`src/rtl/fifo_wr_arb_pkg.sv`:
```
// Shared definitions for the two-requester FIFO write arbiter:
// the arbiter state encoding and the default sizing constants.
package fifo_wr_arb_pkg;

    typedef enum logic {
        ST_IDLE  = 1'b0,
        ST_BURST = 1'b1
    } arb_state_t;

    localparam int DEF_DW       = 16;
    localparam int DEF_UW       = 8;
    localparam int DEF_BURST    = 16;
    localparam int DEF_HEADROOM = 4;

endpackage

```
`src/rtl/rr_pick2.sv`:
```
// Combinational round-robin choice between two requesters.
// With both valid the requester that did not own the last burst wins.
module rr_pick2 (
    input  logic [1:0] valid,
    input  logic       last,
    output logic       any,
    output logic       pick
);

    always_comb begin
        any = |valid;
        if (&valid) begin
            pick = ~last;
        end else begin
            pick = valid[1];
        end
    end

endmodule

```
`src/rtl/fifo_wr_arb.sv`:
```
// Burst arbiter feeding one FIFO write port from two valid/ready requesters.
// A grant is issued only when the FIFO has room for a whole burst plus headroom.
module fifo_wr_arb
    import fifo_wr_arb_pkg::*;
#(
    parameter int DW       = DEF_DW,
    parameter int UW       = DEF_UW,
    parameter int BURST    = DEF_BURST,
    parameter int HEADROOM = DEF_HEADROOM
) (
    input  logic          clk,
    input  logic          rst_n,
    input  logic          req0_valid,
    input  logic [DW-1:0] req0_data,
    output logic          req0_ready,
    input  logic          req1_valid,
    input  logic [DW-1:0] req1_data,
    output logic          req1_ready,
    output logic          fifo_wrreq,
    output logic [DW-1:0] fifo_data,
    input  logic          fifo_wrfull,
    input  logic [UW-1:0] fifo_wrusedw,
    output logic [1:0]    gnt,
    output logic [15:0]   cnt0,
    output logic [15:0]   cnt1
);

    localparam int          BW    = $clog2(BURST + 1);
    localparam int unsigned LIMIT = (1 << UW) - BURST - HEADROOM;

    arb_state_t    state;
    arb_state_t    state_nxt;
    logic          owner;
    logic          last;
    logic [BW-1:0] beat;
    logic          any_valid;
    logic          pick;
    logic          space_ok;
    logic          owner_valid;
    logic          owner_ready;
    logic [DW-1:0] owner_data;
    logic          transfer;
    logic          burst_done;

    rr_pick2 u_pick (
        .valid ({req1_valid, req0_valid}),
        .last  (last),
        .any   (any_valid),
        .pick  (pick)
    );

    // The used-word count lags our writes, so headroom absorbs the in-flight words.
    assign space_ok    = (32'(fifo_wrusedw) <= LIMIT);
    assign owner_valid = owner ? req1_valid : req0_valid;
    assign owner_data  = owner ? req1_data  : req0_data;
    assign owner_ready = owner ? req1_ready : req0_ready;
    assign transfer    = owner_valid & owner_ready;
    assign burst_done  = transfer & (beat == BW'(BURST - 1));

    always_ff @(posedge clk or negedge rst_n) begin
        if (!rst_n) begin
            state <= ST_IDLE;
        end else begin
            state <= state_nxt;
        end
    end

    always_comb begin
        state_nxt = state;
        unique case (state)
            ST_IDLE: begin
                if (any_valid & ~fifo_wrfull & space_ok) begin
                    state_nxt = ST_BURST;
                end
            end
            ST_BURST: begin
                if (burst_done | ~owner_valid) begin
                    state_nxt = ST_IDLE;
                end
            end
            default: state_nxt = ST_IDLE;
        endcase
    end

    always_comb begin
        req0_ready = 1'b0;
        req1_ready = 1'b0;
        gnt        = 2'b00;
        if (state == ST_BURST) begin
            req0_ready = ~owner & ~fifo_wrfull;
            req1_ready = owner & ~fifo_wrfull;
            gnt        = owner ? 2'b10 : 2'b01;
        end
    end

    // Ownership, beat count, registered FIFO port and per-requester counters.
    always_ff @(posedge clk or negedge rst_n) begin
        if (!rst_n) begin
            owner      <= 1'b0;
            last       <= 1'b1;
            beat       <= '0;
            fifo_wrreq <= 1'b0;
            fifo_data  <= '0;
            cnt0       <= '0;
            cnt1       <= '0;
        end else begin
            fifo_wrreq <= transfer;
            if (transfer) begin
                fifo_data <= owner_data;
                beat      <= beat + BW'(1);
                if (owner) begin
                    cnt1 <= cnt1 + 16'd1;
                end else begin
                    cnt0 <= cnt0 + 16'd1;
                end
            end
            if ((state == ST_IDLE) && (state_nxt == ST_BURST)) begin
                owner <= pick;
                beat  <= '0;
            end else if ((state == ST_BURST) && (state_nxt == ST_IDLE)) begin
                last <= owner;
            end
        end
    end

endmodule

```
`config.mk`:
```
export PLATFORM = sky130hd
export DESIGN_NAME = fifo_wr_arb
export DESIGN_NICKNAME = d
export VERILOG_FILES = /design/src/rtl/fifo_wr_arb_pkg.sv /design/src/rtl/rr_pick2.sv /design/src/rtl/fifo_wr_arb.sv
export SDC_FILE = /design/constraint.sdc
export NUM_CORES = 1
export LEC_CHECK = 0
export ABC_AREA = 1
export CORE_ASPECT_RATIO = 1.25
export CORE_MARGIN = 5
export CORE_UTILIZATION = 47
export CTS_CLUSTER_SIZE = 25
export DETAILED_ROUTE_END_ITERATION = 10
export PLACE_DENSITY = 0.92
export SYNTH_ARGS = -nofsm -noshare
export SYNTH_HDL_FRONTEND = slang
export SYNTH_SLANG_ARGS = --single-unit
```
`constraint.sdc`:
```
create_clock -name clk -period 2 [get_ports clk]
set_clock_uncertainty 0.15 [all_clocks]
set_input_delay 0.6 -clock clk [delete_from_list [all_inputs] [get_ports clk]]
set_output_delay 0.6 -clock clk [all_outputs]
set_load 0.005 [all_outputs]
```
==> flow_summary.json, run 1 <==
{
  "irDropWorstVdd_mv": 0.615,
  "synth_edf_count": 0,
  "cts_hold_buffers": 0,
  "die_y_um": 100,
  "synthCells": 401,
  "io_pins": 98,
  "num_rows": 33,
  "gp_congestion": 0.894,
  "wire_per_inst_um": 14.6,
  "max_stage_delay_ns": 0.26,
  "ys_seq_elements": 57,
  "dr.pass1.iters": 6,
  "avgViaCountPerCell": 5.14,
  "cp_data_arrival_time_ns": 1.23,
  "syn_nets": 450,
  "area_growth_pct": 59.0,
  "yosys_warnings": 0,
  "start_util_pct": 47.3,
  "drt-total-wl_um": 9620,
  "cp-end-kind": "primary output",
  "drt_iter0_drc": 261,
  "critical_path.slowest_cell": "dlygate4sd2_1",
  "grt_pass1_wl_um": 15400,
  "synth_area_sq_um": 3070,
  "track_usage_pct": 24.0,
  "clk_pin_slew_worst_paths_ns": 0.07,
  "grt_overflow": 0,
  "grt_max_degree": 58,
  "cts_tree": "built",
  "fin_crit_ns": 1.98,
  "ys_dominant_reg_cell": "dfrtp_1",
  "diodes": 0,
  "antenna_found_initial": 0,
  "die_area_sq_um": 8260,
  "rsz0062_at_grt": "yes",
  "fmaxAchievable_ghz": 0.505,
  "first_global_vias": 3410,
  "h-tree-depth": 3,
  "routed-via-count": 3393,
  "finalSetupViolations": 0,
  "post-place-ws_ns": -0.528,
  "r2r_cells": 9,
  "nets": 617,
  "worstHoldPathType": "in2async",
  "hold_viol_final": 0,
  "ant_nets": 0,
  "whs_ns": 0.110,
  "finalCritPeriodShare_pct": 99.0,
  "avgSynthCellArea_sq_um": 7.65,
  "slew_viol_final": 0,
  "tightest_slew_ns": 0.314,
  "clk_latency_ns": 0.34,
  "slew_headroom_pct": 78.9,
  "core_sq_um": 6480,
  "route.detailed.drc": 0,
  "leakagePower_nw": 2.49,
  "crit_chain": "dlygate4sd2_1, nor3_1, clkdlybuf4s15_2",
  "synth_cell_types": 30,
  "clock_path_buffers": 2,
  "die_w_um": 82.3,
  "cap_violations": 0,
  "crit_type": "in2out",
  "startpoint_type": "input pin",
  "cts_sinks": 57,
  "power_density_nw_per_um2": 1000,
  "yosysSeqAreaShare_pct": 46.5,
  "crit_required_ns": 1.25,
  "io_buffers": 97,
  "async_flop_share_pct": 100,
  "setup_ws_ns": 0.0195,
  "status": "finished, final reports clean",
  "cts_buffers": 9,
  "place_hpwl_um": 6510,
  "drive_gt1_share_pct": 19.2,
  "cts-root-buf": "clkbuf_8",
  "cp_max_fo": 3
}
[per-stage QoR]
step / utilization, % / cells / total power, mW / setup TNS [ns] / instance area, sq um
after floorplan: - / 401 / 2.40 / 0 / 3070
after global placement: 67.2 / 606 / 3.39 / -9.12 / 4360
after detailed placement: 67.2 / 606 / 3.48 / -11.98 / 4360
after CTS: 74.0 / 653 / 4.86 / -0.0348 / 4800
after global routing: 75.3 / 660 / 5.19 / -0.0569 / 4880
final: 75.3 / 660 / 4.89 / 0 / 4880
[report_power, final]
group / total [mW] / internal [mW] / switching (mW)
clock network: 1.16 / 0.695 / 0.469
logic: 2.02 / 1.10 / 0.918
registers: 1.70 / 1.49 / 0.217
[worst paths after layout]
check	startpoint	slack, ns	to
max in group asynchronous	rst_n	1.31	last$_DFFE_PN1P_
worst min register to register	fifo_data[15]$_DFFE_PN0P_	0.33	fifo_data[15]$_DFFE_PN0P_
worst max-delay path	fifo_wrfull	0.02	req0_ready
worst max register to register	cnt1[1]$_DFFE_PN0P_	0.15	cnt1[8]$_DFFE_PN0P_
min in group clk	fifo_data[15]$_DFFE_PN0P_	0.33	fifo_data[15]$_DFFE_PN0P_
worst min-delay path	rst_n	0.11	fifo_data[1]$_DFFE_PN0P_
[cells by family after synthesis]
group,count (synthesis),synth area share [%]
AND/OR/NAND/NOR,239,32.9
adder cells (fa/ha/maj),4,1.63
flip-flops,57,46.5
XOR/XNOR,15,4.53
AO/OA/AOI/OAI,40,8.03
buffers and inverters,46,6.36
[routing by layer]
layer	routed length, um	GRT usage (%)	vias up
met5	0	0	-
met2	5030	42.7	162
met4	302	9.34	0
met3	716	4.94	43
li1	-	-	1603
met1	3560	27.6	1585
[flip-flops by register name, indices dropped and copies added (netlist names)]
signal	cells
last	1
beat	5
fifo_wrreq	1
owner	1
fifo_data	16
cnt1	16
state	1
cnt0	16
[layout make-up]
type	count	area [sq um]
well taps	87	109
clock inverters	6	82.6
inverters	38	143
multi-input cells	298	1450
flip-flops and latches	57	1430
fillers	434	1600
clock buffers	10	128
repair buffers	164	1540
[Yosys cell counts, types with 3 or more instances]
cell type | number | area, sq um
nand2_1 | 159 | 597
dfrtp_1 | 56 | 1400
nor2_1 | 43 | 161
inv_1 | 35 | 131
a22oi_1 | 16 | 120
o21ai_0 | 16 | 80.1
xor2_1 | 9 | 78.8
nand3_1 | 8 | 40.0
nand4_1 | 7 | 43.8
nand2_2 | 6 | 37.5
nor3_1 | 5 | 25.0
xnor2_1 | 5 | 43.8
ha_1 | 4 | 50.1
nor2_4 | 4 | 45.0
a21oi_1 | 3 | 15.0
buf_2 | 3 | 15.0
buf_4 | 3 | 22.5
inv_2 | 3 | 11.3
nor2_2 | 3 | 18.8
o21ai_1 | 3 | 15.0
[what timing repair did]
action	CTS	global route
buffers inserted	31	7
gates resized for setup	17	14
pin swaps	2	0
endpoints found under the setup margin	35	21
cloned	0	0
[cells in the final DEF, fill, tap and decap left out, types with 6 or more instances in the layout]
cell / n
nand2_1: 159
clkdlybuf4s50_1: 75
buf_4: 63
dfrtp_1: 54
nor2_1: 43
inv_1: 35
o21ai_0: 16
a22oi_1: 16
dlymetal6s2s_1: 13
xor2_1: 9
clkbuf_8: 9
nand3_1: 8
nand4_1: 7
nand2_2: 6
[worst max-delay path, delay by kind of cell]
| family | cells | cell delay (ns) |
|---|---|---|
| and+or+nand+nor | 1 | 0.14 |
| buffers and inverters | 2 | 0.49 |
Note: power is estimated with default switching activity, not from simulation.
==> inputs of run 2 (changes only) <==
--- a/config.mk
+++ b/config.mk
@@ -8,8 +8,9 @@
 export ABC_AREA = 1
 export CORE_ASPECT_RATIO = 1.25
-export CORE_MARGIN = 5
+export CORE_MARGIN = 1.5
 export CORE_UTILIZATION = 47
 export CTS_CLUSTER_SIZE = 25
 export DETAILED_ROUTE_END_ITERATION = 10
+export HOLD_SLACK_MARGIN = 0.12
 export PLACE_DENSITY = 0.92
 export SYNTH_ARGS = -nofsm -noshare
==> constraint.sdc (replaced) <==
create_clock -name clk -period 2 [get_ports clk]
set_clock_uncertainty 0.15 [all_clocks]
set_input_delay 0.4 -clock clk [delete_from_list [all_inputs] [get_ports clk]]
set_output_delay 0.4 -clock clk [all_outputs]
set_load 0.005 [all_outputs]
==> flow_summary.json, run 2 (synthesis results as in run 1) <==
{
  "status": "finished, final reports clean",
  "reg_top3": "cnt0 (16), cnt1 (16), fifo_data (16)",
  "cp_data_arrival_time_ns": 1.41,
  "track_usage_pct": 25.1,
  "tightest_slew_ns": 0.327,
  "irDropWorstVdd_mv": 0.589,
  "nets": 566,
  "hold_viol_final": 0,
  "startpoint_type": "flop",
  "routed-via-count": 3093,
  "wire_per_inst_um": 13.4,
  "cts_sinks": 57,
  "avgViaCountPerCell": 5.10,
  "grt_overflow": 0,
  "crit_type": "reg2out",
  "grtUsageMet3_pct": 6.57,
  "die_y_um": 93.4,
  "cp_max_fo": 7,
  "cap_violations": 0,
  "reg2reg_from": "cnt1[0]$_DFFE_PN0P_",
  "leakagePower_nw": 2.08,
  "start_util_pct": 49.1,
  "dr.pass1.iters": 5,
  "r2r_setup_slack_ns": 0.26,
  "layout_common_cells": "159 x nand2_1, 93 x clkdlybuf4s50_1, 55 x dfrtp_1",
  "h-tree-depth": 3,
  "core_sq_um": 6250,
  "diodes": 0,
  "die_area_sq_um": 7030,
  "grtUsageMet1_pct": 29.4,
  "drt_iter0_drc": 215,
  "area_growth_pct": 46.1,
  "worstHoldPathType": "reg2reg",
  "route.detailed.drc": 0,
  "r2r_end": "cnt1[12]$_DFFE_PN0P_",
  "whs_path_depth": 2,
  "r2r_cells": 8,
  "cts_buffers": 9,
  "busiest_layer": "met2",
  "cts-root-buf": "clkbuf_8",
  "grt_max_degree": 58,
  "rsz0062_at_grt": "no",
  "hold_end": "fifo_data[9]$_DFFE_PN0P_",
  "io_buffers": 97,
  "gp_congestion": 0.900,
  "slew_headroom_pct": 78.0,
  "num_rows": 32,
  "place_hpwl_um": 5960,
  "first_global_vias": 3006,
  "fin_crit_ns": 1.96,
  "whs_ns": 0.331,
  "finalSetupViolations": 0,
  "fmaxAchievable_ghz": 0.511,
  "io_pins": 98,
  "final_common_cell": "nand2_1",
  "cp-end-kind": "primary output",
  "antenna_found_initial": 0,
  "power_density_nw_per_um2": 1050,
  "clock_path_buffers": 2,
  "slew_viol_final": 0,
  "fillerInstances": 498,
  "finalCritPeriodShare_pct": 97.8,
  "clk_latency_ns": 0.34,
  "ant_nets": 0,
  "final_core_util_pct": 71.8,
  "drt-total-wl_um": 8130,
  "cts_tree": "built",
  "clk_pin_slew_worst_paths_ns": 0.06,
  "seqCellArea_sq_um": 1430,
  "worstHoldStart": "fifo_data[9]$_DFFE_PN0P_",
  "crit_required_ns": 1.45,
  "drive_gt1_share_pct": 10.2,
  "multi_input_area_sq_um": 1450,
  "met2_usage_pct": 42.7,
  "die_w_um": 75.3,
  "grt_pass1_wl_um": 13500
}
[run 2: cell count changes in the layout (fill, tap and decap cells not counted), sizes merged]
cell           change
dlymetal6s2s      -12
clkinv             -2
bufinv             +1
clkdlybuf4s15      -1
dlygate4sd2        -3
dlygate4sd3        +1
buf               -53
clkdlybuf4s50     +18
[run 2: critical path: stages (launching register included)]
cell	delay [ns]
dfrtp_2	0.46
nor2_1	0.12
clkdlybuf4s50_1	0.50
[run 2: worst max-delay path by stage]
stage,from,endpoint,slack [ns],cells past startpoint
final,owner$_DFFE_PN0P_,gnt[0],0.04,2
after global routing,owner$_DFFE_PN0P_,gnt[0],0.0009,2
after CTS,state$_DFF_PN0_,gnt[1],0.005,4
after detailed placement,fifo_wrfull,req1_ready,-0.13,3
after global placement,fifo_wrfull,req1_ready,-0.10,3
after floorplan,cnt1[0]$_DFFE_PN0P_,cnt1[8]$_DFFE_PN0P_,0.56,7
[run 2: through the flow]
stage          cell area, sq um  TNS (ns)  std cells  power (mW)  worst slack [ns]
2_1_floorplan              3070         0        401        2.40             0.556
6_report                   4490         0        607        4.73            0.0444
3_3_place_gp               4200    -0.358        587        3.29            -0.103
4_1_cts                    4470         0        605        4.73           0.00454
5_1_grt                    4490         0        607        5.02          0.000866
3_5_place_dp               4200    -0.905        587        3.37            -0.134
[run 2: area by class of cell]
class | instances | area share, %
multi-input combinational | 298 | 32.2
sequential | 57 | 31.9
timing repair buffer | 113 | 24.9
inverter | 38 | 3.18
clock buffer | 11 | 3.15
tap | 85 | 2.37
clock inverter | 5 | 2.29
[run 2: timing repair]
item	4_1_cts	5_1_grt
endpoints found under the hold margin	56	0
setup endpoints to repair	4	2
setup buffers	1	2
hold buffers	1	0
resized for setup	4	1
[run 2: where the power goes]
group	internal, mW	leakage, nW	switching (mW)
Sequential	1.49	0.731	0.320
Clock	0.860	0.120	0.468
Combinational	0.898	1.23	0.692
Total	3.24	2.08	1.48
[run 2: layer usage]
metal	share of wire, %	routed length (um)
met4	2.4	199
met3	5.8	469
met1	40	3260
met5	0	0
met2	52	4210
==> RTL edit 1, RTL diff (settings of run 2) <==
Reset style: synchronous (`rst_n`), changed in 2 clocked blocks.
--- a/src/rtl/fifo_wr_arb.sv
+++ b/src/rtl/fifo_wr_arb.sv
@@ -58,5 +58,5 @@
     assign burst_done  = transfer & (beat == BW'(BURST - 1));
 
-    always_ff @(posedge clk or negedge rst_n) begin
+    always_ff @(posedge clk) begin
         if (!rst_n) begin
             state <= ST_IDLE;
@@ -95,5 +95,5 @@
 
     // Ownership, beat count, registered FIFO port and per-requester counters.
-    always_ff @(posedge clk or negedge rst_n) begin
+    always_ff @(posedge clk) begin
         if (!rst_n) begin
             owner      <= 1'b0;
Function: differs if rst_n is asserted again (counterexample within 4 cycles, from zero or initial values and one cycle with rst_n low); with rst_n held inactive, the same outputs for 10 cycles.
==> RTL edit 1 against run 2 <==
- worst setup slack gained 39 ps
- sequential cell count is the same
- routed wire length shrank 10%
- final cell count shrank 2.1%
- final area shrank 5.4%
- area after synthesis shrank 7.5%
- via count shrank 1.0%
- critical path type unchanged
- highest routed layer unchanged
Power is not compared: it rests on default switching activity, and its combinational part moved more than twofold at a synthesized area within 25%.
==> RTL edit 1: results (changes against run 2) <==
| Metric | Value |
|---|---|
| Maximum VDD drop | `0.498 mV` |
| Sw Ratio | `22.8%` |
| Post-synthesis xor/xnor area fraction | `1.85% (-2.7 points)` |
| Wire per inst | `12.3 um (-8.4%)` |
| Worst hold margin | `320 ps (-10.9 ps)` |
| Met2 wire len | `3940 um (-6.3%)` |
| Initial DRC count | `144 (-33%)` |
| Top sig layer | `met4` |
| Sequential area share after synthesis | `40.2% (-6.3 points)` |
| DRT met1 WL | `2830 um (-13%)` |
| Crit path from | `cnt0[12]` |
| Avg Cell Area, Syn | `7.01 um^2 (-8.4%)` |
| CP Capture Point | `cnt0[12]` |
| DP Area | `0.00399 mm^2 (-5.0%)` |
| Endpoint arrival time on the critical path | `1370 ps (-40 ps)` |
| R2R setup slack | `410 ps (+150 ps)` |
| Worst stage delay on the critical path | `560 ps (+60 ps)` |
| Met1 Use GR | `23.6% (-5.8 points)` |
| Share of post-route cells with drive strength above 1 | `11.6% (+1.4 points)` |
| First-pass GRT wire length | `12500 um (-7.5%)` |
| GR Util met3 | `5.27% (-1.3 points)` |
| R2R depth | `7 (-1)` |
| Top post-synthesis cells by count | `nand2_1 (125), nor2_1 (61), dfxtp_1 (57)` |
| Syn nets | `454 (+0.89%)` |
| Sequential power share | `roughly 45%` |
| Gr usage total | `23.8% (-1.3 points)` |
| DP Worst Slack | `-164 ps (-30.4 ps)` |
| Reg-to-Reg End | `cnt1[9]` |
| Area contributors post-synth | `dfxtp_1 (40%), nand2_1 (17%), nor2_1 (8.1%)` |
| Post-layout util | `72.9% (+1.1 points)` |
| Placed Instances | `575 (-2.0%)` |
| Vias per cell | `5.15 (+1.1%)` |
| TritonRoute pass-1 iters | `4 (-1)` |
| Slew margin rel. | `80.5% (+2.5 points)` |
| HP Start | `beat[4]` |
| Worst min path class | `register to register` |
| Cell family with most CP delay | `buffers and inverters` |
| Nets | `572 (+1.1%)` |
| DP HPWL | `5500 um (-7.7%)` |
| Final Wtd Congestion | `0.842 (-6.4%)` |
| Status | `finished clean` |
| DR vias | `3061 (-1.0%)` |
| Initial antenna violation count | `0 (unchanged)` |
| Met3 Routed Length | `352 um (-25%)` |
| GR Layer Usage met2 | `44.4% (+1.8 points)` |
| Post-synthesis mux area share | `0% (unchanged)` |
| Total CTS buffers | `9 (unchanged)` |
| Crit path time final | `1920 ps (-38.9 ps)` |
| Largest net degree at the start of global routing | `19 (-67%)` |
| RR Startpoint | `cnt1[0]` |
| Ys async rst share | `0% (-100 points)` |
| Fillers | `461 (-7.4%)` |
| Clk Tree Root Cell | `clkbuf_8` |
| Netlist cell types | `38 (+27%)` |
| Hold Path Sink | `beat[4]` |
| Synth Area in Adders | `1.76% (+0.13 points)` |
| Worst Hold Depth | `2 (unchanged)` |
| Post-synthesis compound-gate area fraction | `9.26% (+1.2 points)` |
| Port bufs | `97 (unchanged)` |
RTL edit 1: cell types whose count changed after synthesis, moves of 16 or more:
cell and change:
a22oi_1 -16, a31oi_1 +16, nand2_1 -34, dfxtp_1 +57, dfrtp_1 -56, nor2_1 +18
RTL edit 1: logic make-up after synthesis:
group,Yosys count
and+or+nand+nor,241
DFF,57
buffers and inverters,50
AOI/OAI and AO/OA,47
xor gates and xnor gates,6
adders and majority gates,4
RTL edit 1: layout make-up:
class / count / area share, %
clock buffers: 9 / 2.92
clock inverters: 7 / 2.24
inverters: 40 / 3.72
multi-input cells: 298 / 34.8
flip-flops and latches: 57 / 27.0
well taps: 66 / 1.95
repair buffers: 117 / 27.4
RTL edit 1: repair_timing:
action,CTS,global route
pin swaps,1,0
gates resized for setup,7,1
setup endpoints to repair,4,1
setup buffers,3,0
==> RTL edit 2, RTL diff (flow settings as in run 2) <==
Made on the original files. Change the package constant `DEF_DW` from 16 to 32.
--- a/src/rtl/fifo_wr_arb_pkg.sv
+++ b/src/rtl/fifo_wr_arb_pkg.sv
@@ -8,5 +8,5 @@
     } arb_state_t;
 
-    localparam int DEF_DW       = 16;
+    localparam int DEF_DW       = 32;
     localparam int DEF_UW       = 8;
     localparam int DEF_BURST    = 16;
Interface: changed (resized fifo_data, req0_data and req1_data); port bits go from 98 to 146. No check against the original RTL was run, so the function may have changed too.
==> RTL edit 2 against run 2 <==
- routed wire length increased by 27%
- worst setup slack improved by 25 ps
- sequential cell count rose by 16
- sequential share of layout area grew 0.98 points
- global-route usage is 0.67 points higher
- maximum frequency increased by 1.3%
- non-clock buffer count grew 54
- largest power group unchanged
- power rose by 16%
- final area rose by 24%
- combinational power increased by 25%
- area after synthesis increased by 19%
==> RTL edit 2: results (changes against run 2) <==
| Metric | Value |
|---|---|
| Vias per cell | `5.21 (+2.2%)` |
| RR Startpoint | `owner` |
| R2R setup slack | `180 ps (-80 ps)` |
| Met3 Routed Length | `621 um (+32%)` |
| Leakage | `2.65 nW (+27%)` |
| Port bufs | `145 (+49%)` |
| Initial antenna violation count | `0 (unchanged)` |
| Clock-pin slew on the worst setup and hold paths | `80 ps (+20 ps)` |
| Final Wtd Congestion | `0.872 (-3.0%)` |
| DRT met1 WL | `3760 um (+16%)` |
| Rows | `35 (+9.4%)` |
| Area contributors post-synth | `dfrtp_1 (49%), nand2_1 (16%), a22oi_1 (5.5%)` |
| Syn nets | `514 (+14%)` |
| Top post-synthesis cells by count | `nand2_1 (158), dfrtp_1 (72), inv_1 (38)` |
| Clk Tree Root Cell | `clkbuf_8` |
| Ys async rst share | `100% (unchanged)` |
| DP HPWL | `7630 um (+28%)` |
| Placed Instances | `675 (+15%)` |
| Non-filler cells, final | `696 (+15%)` |
| Top sig layer | `met4` |
| Vias in the first global route | `3649 (+21%)` |
| GR Layer Usage met2 | `46.5% (+3.8 points)` |
| GR Util met3 | `5.77% (-0.81 points)` |
| Status | `finished clean` |
| Regs by FF count | `fifo_data (32), cnt0 (16), cnt1 (16)` |
| Cells after synthesis | `433 (+8.0%)` |
| Met2 wire len | `5690 um (+35%)` |
| Tightest Pin Transition | `376 ps (+48.9 ps)` |
| Maximum VDD drop | `0.656 mV (+11%)` |
| Sequential area share after synthesis | `49.9% (+3.3 points)` |
| Met1 Use GR | `29.2% (-0.26 points)` |
| First-pass GRT wire length | `16600 um (+23%)` |
| Share of post-route cells with drive strength above 1 | `10.3% (+0.11 points)` |
| R2R depth | `8 (unchanged)` |
| Internal power | `3.78 mW (+17%)` |
| Worst Path Max Fanout | `5 (-2)` |
| Reg-to-Reg End | `beat[3]` |
| Netlist cell types | `29 (-3.3%)` |
| Initial DRC count | `218 (+1.4%)` |
| Wire per inst | `14.9 um (+11%)` |
| Largest net degree at the start of global routing | `49 (-16%)` |
| Gr usage total | `25.8% (+0.67 points)` |
| Clock latency on the worst-skew pair | `approximately 330 ps` |
==> RTL edit 2: cell count changes after synthesis, sizes merged, moves of 2 or more <==
| cell | before | now |
|---|---|---|
| a21oi | 3 | 1 |
| o21ai | 20 | 13 |
| dfrtp | 56 | 72 |
| inv | 38 | 42 |
| nand2 | 165 | 162 |
| nor2 | 50 | 41 |
| xor2 | 9 | 12 |
| buf | 7 | 12 |
| a22oi | 16 | 32 |
| nand3 | 9 | 13 |
| nor3 | 5 | 12 |
==> RTL edit 2: layout make-up <==
class | count | area (um^2)
flip-flops and latches | 73 | 1830
clock buffers | 9 | 124
inverters | 42 | 163
clock inverters | 7 | 95.1
multi-input cells | 306 | 1580
fillers | 545 | 1870
repair buffers | 167 | 1670
well taps | 92 | 115
==> RTL edit 2: kinds of logic (layout without fill, tap and decap cells) <==
kind of cell | Yosys count | count (layout) | share of synthesized area (%)
AND/OR/NAND/NOR | 238 | 238 | 27.8
XOR/XNOR | 18 | 18 | 4.30
buffers and inverters | 54 | 225 | 7.30
flip-flops | 73 | 73 | 49.9
AO/OA/AOI/OAI | 46 | 46 | 9.35
adder cells (fa/ha/maj) | 4 | 4 | 1.37
==> RTL edit 2: worst min-delay path by stage <==
| stage | startpoint | endpoint | slack [ps] | cells past startpoint |
|---|---|---|---|---|
| 2_1_floorplan | rst_n | beat[0] | -50 | 0 |
| 6_report | fifo_data[20] | fifo_data[20] | 330 | 2 |
| 4_1_cts | fifo_data[20] | fifo_data[20] | 340 | 2 |
| 5_1_grt | fifo_data[10] | fifo_data[10] | 360 | 2 |
| 3_5_place_dp | rst_n | fifo_data[23] | 180 | 1 |
| 3_3_place_gp | rst_n | fifo_wrreq | 180 | 1 |
==> RTL edit 2: worst max-delay path, stage by stage, from the launching register on <==
cell	delay (ps)
dfrtp_2	450
nor2_1	110
clkdlybuf4s50_1	500
==> RTL edit 2: through the flow <==
step                area, um^2  worst slack (ps)
CTS                       5540              15.8
finish                    5570              69.9
detailed placement        5300              -197
global placement          5300              -152
global route              5570             -8.76
floorplan                 3670               498
==> RTL edit 2: timing repair <==
item                       in CTS  in global routing
hold endpoints to repair       25                  0
setup endpoints to repair       4                  2
setup buffers                   1                  3
resized for setup               5                  3
gates cloned                    0                  0
hold buffers                    1                  0
==> RTL edit 2: power by group through the flow <==
stage | Clock [mW] | Combinational, mW | Sequential, mW
6_report | 1.27 | 1.99 | 2.22
5_1_grt | 1.37 | 2.18 | 2.27
4_1_cts | 1.29 | 1.97 | 2.21
3_5_place_dp | 0 | 1.94 | 2.23
3_3_place_gp | 0 | 1.86 | 2.22
2_1_floorplan | 0 | 0.708 | 2.23
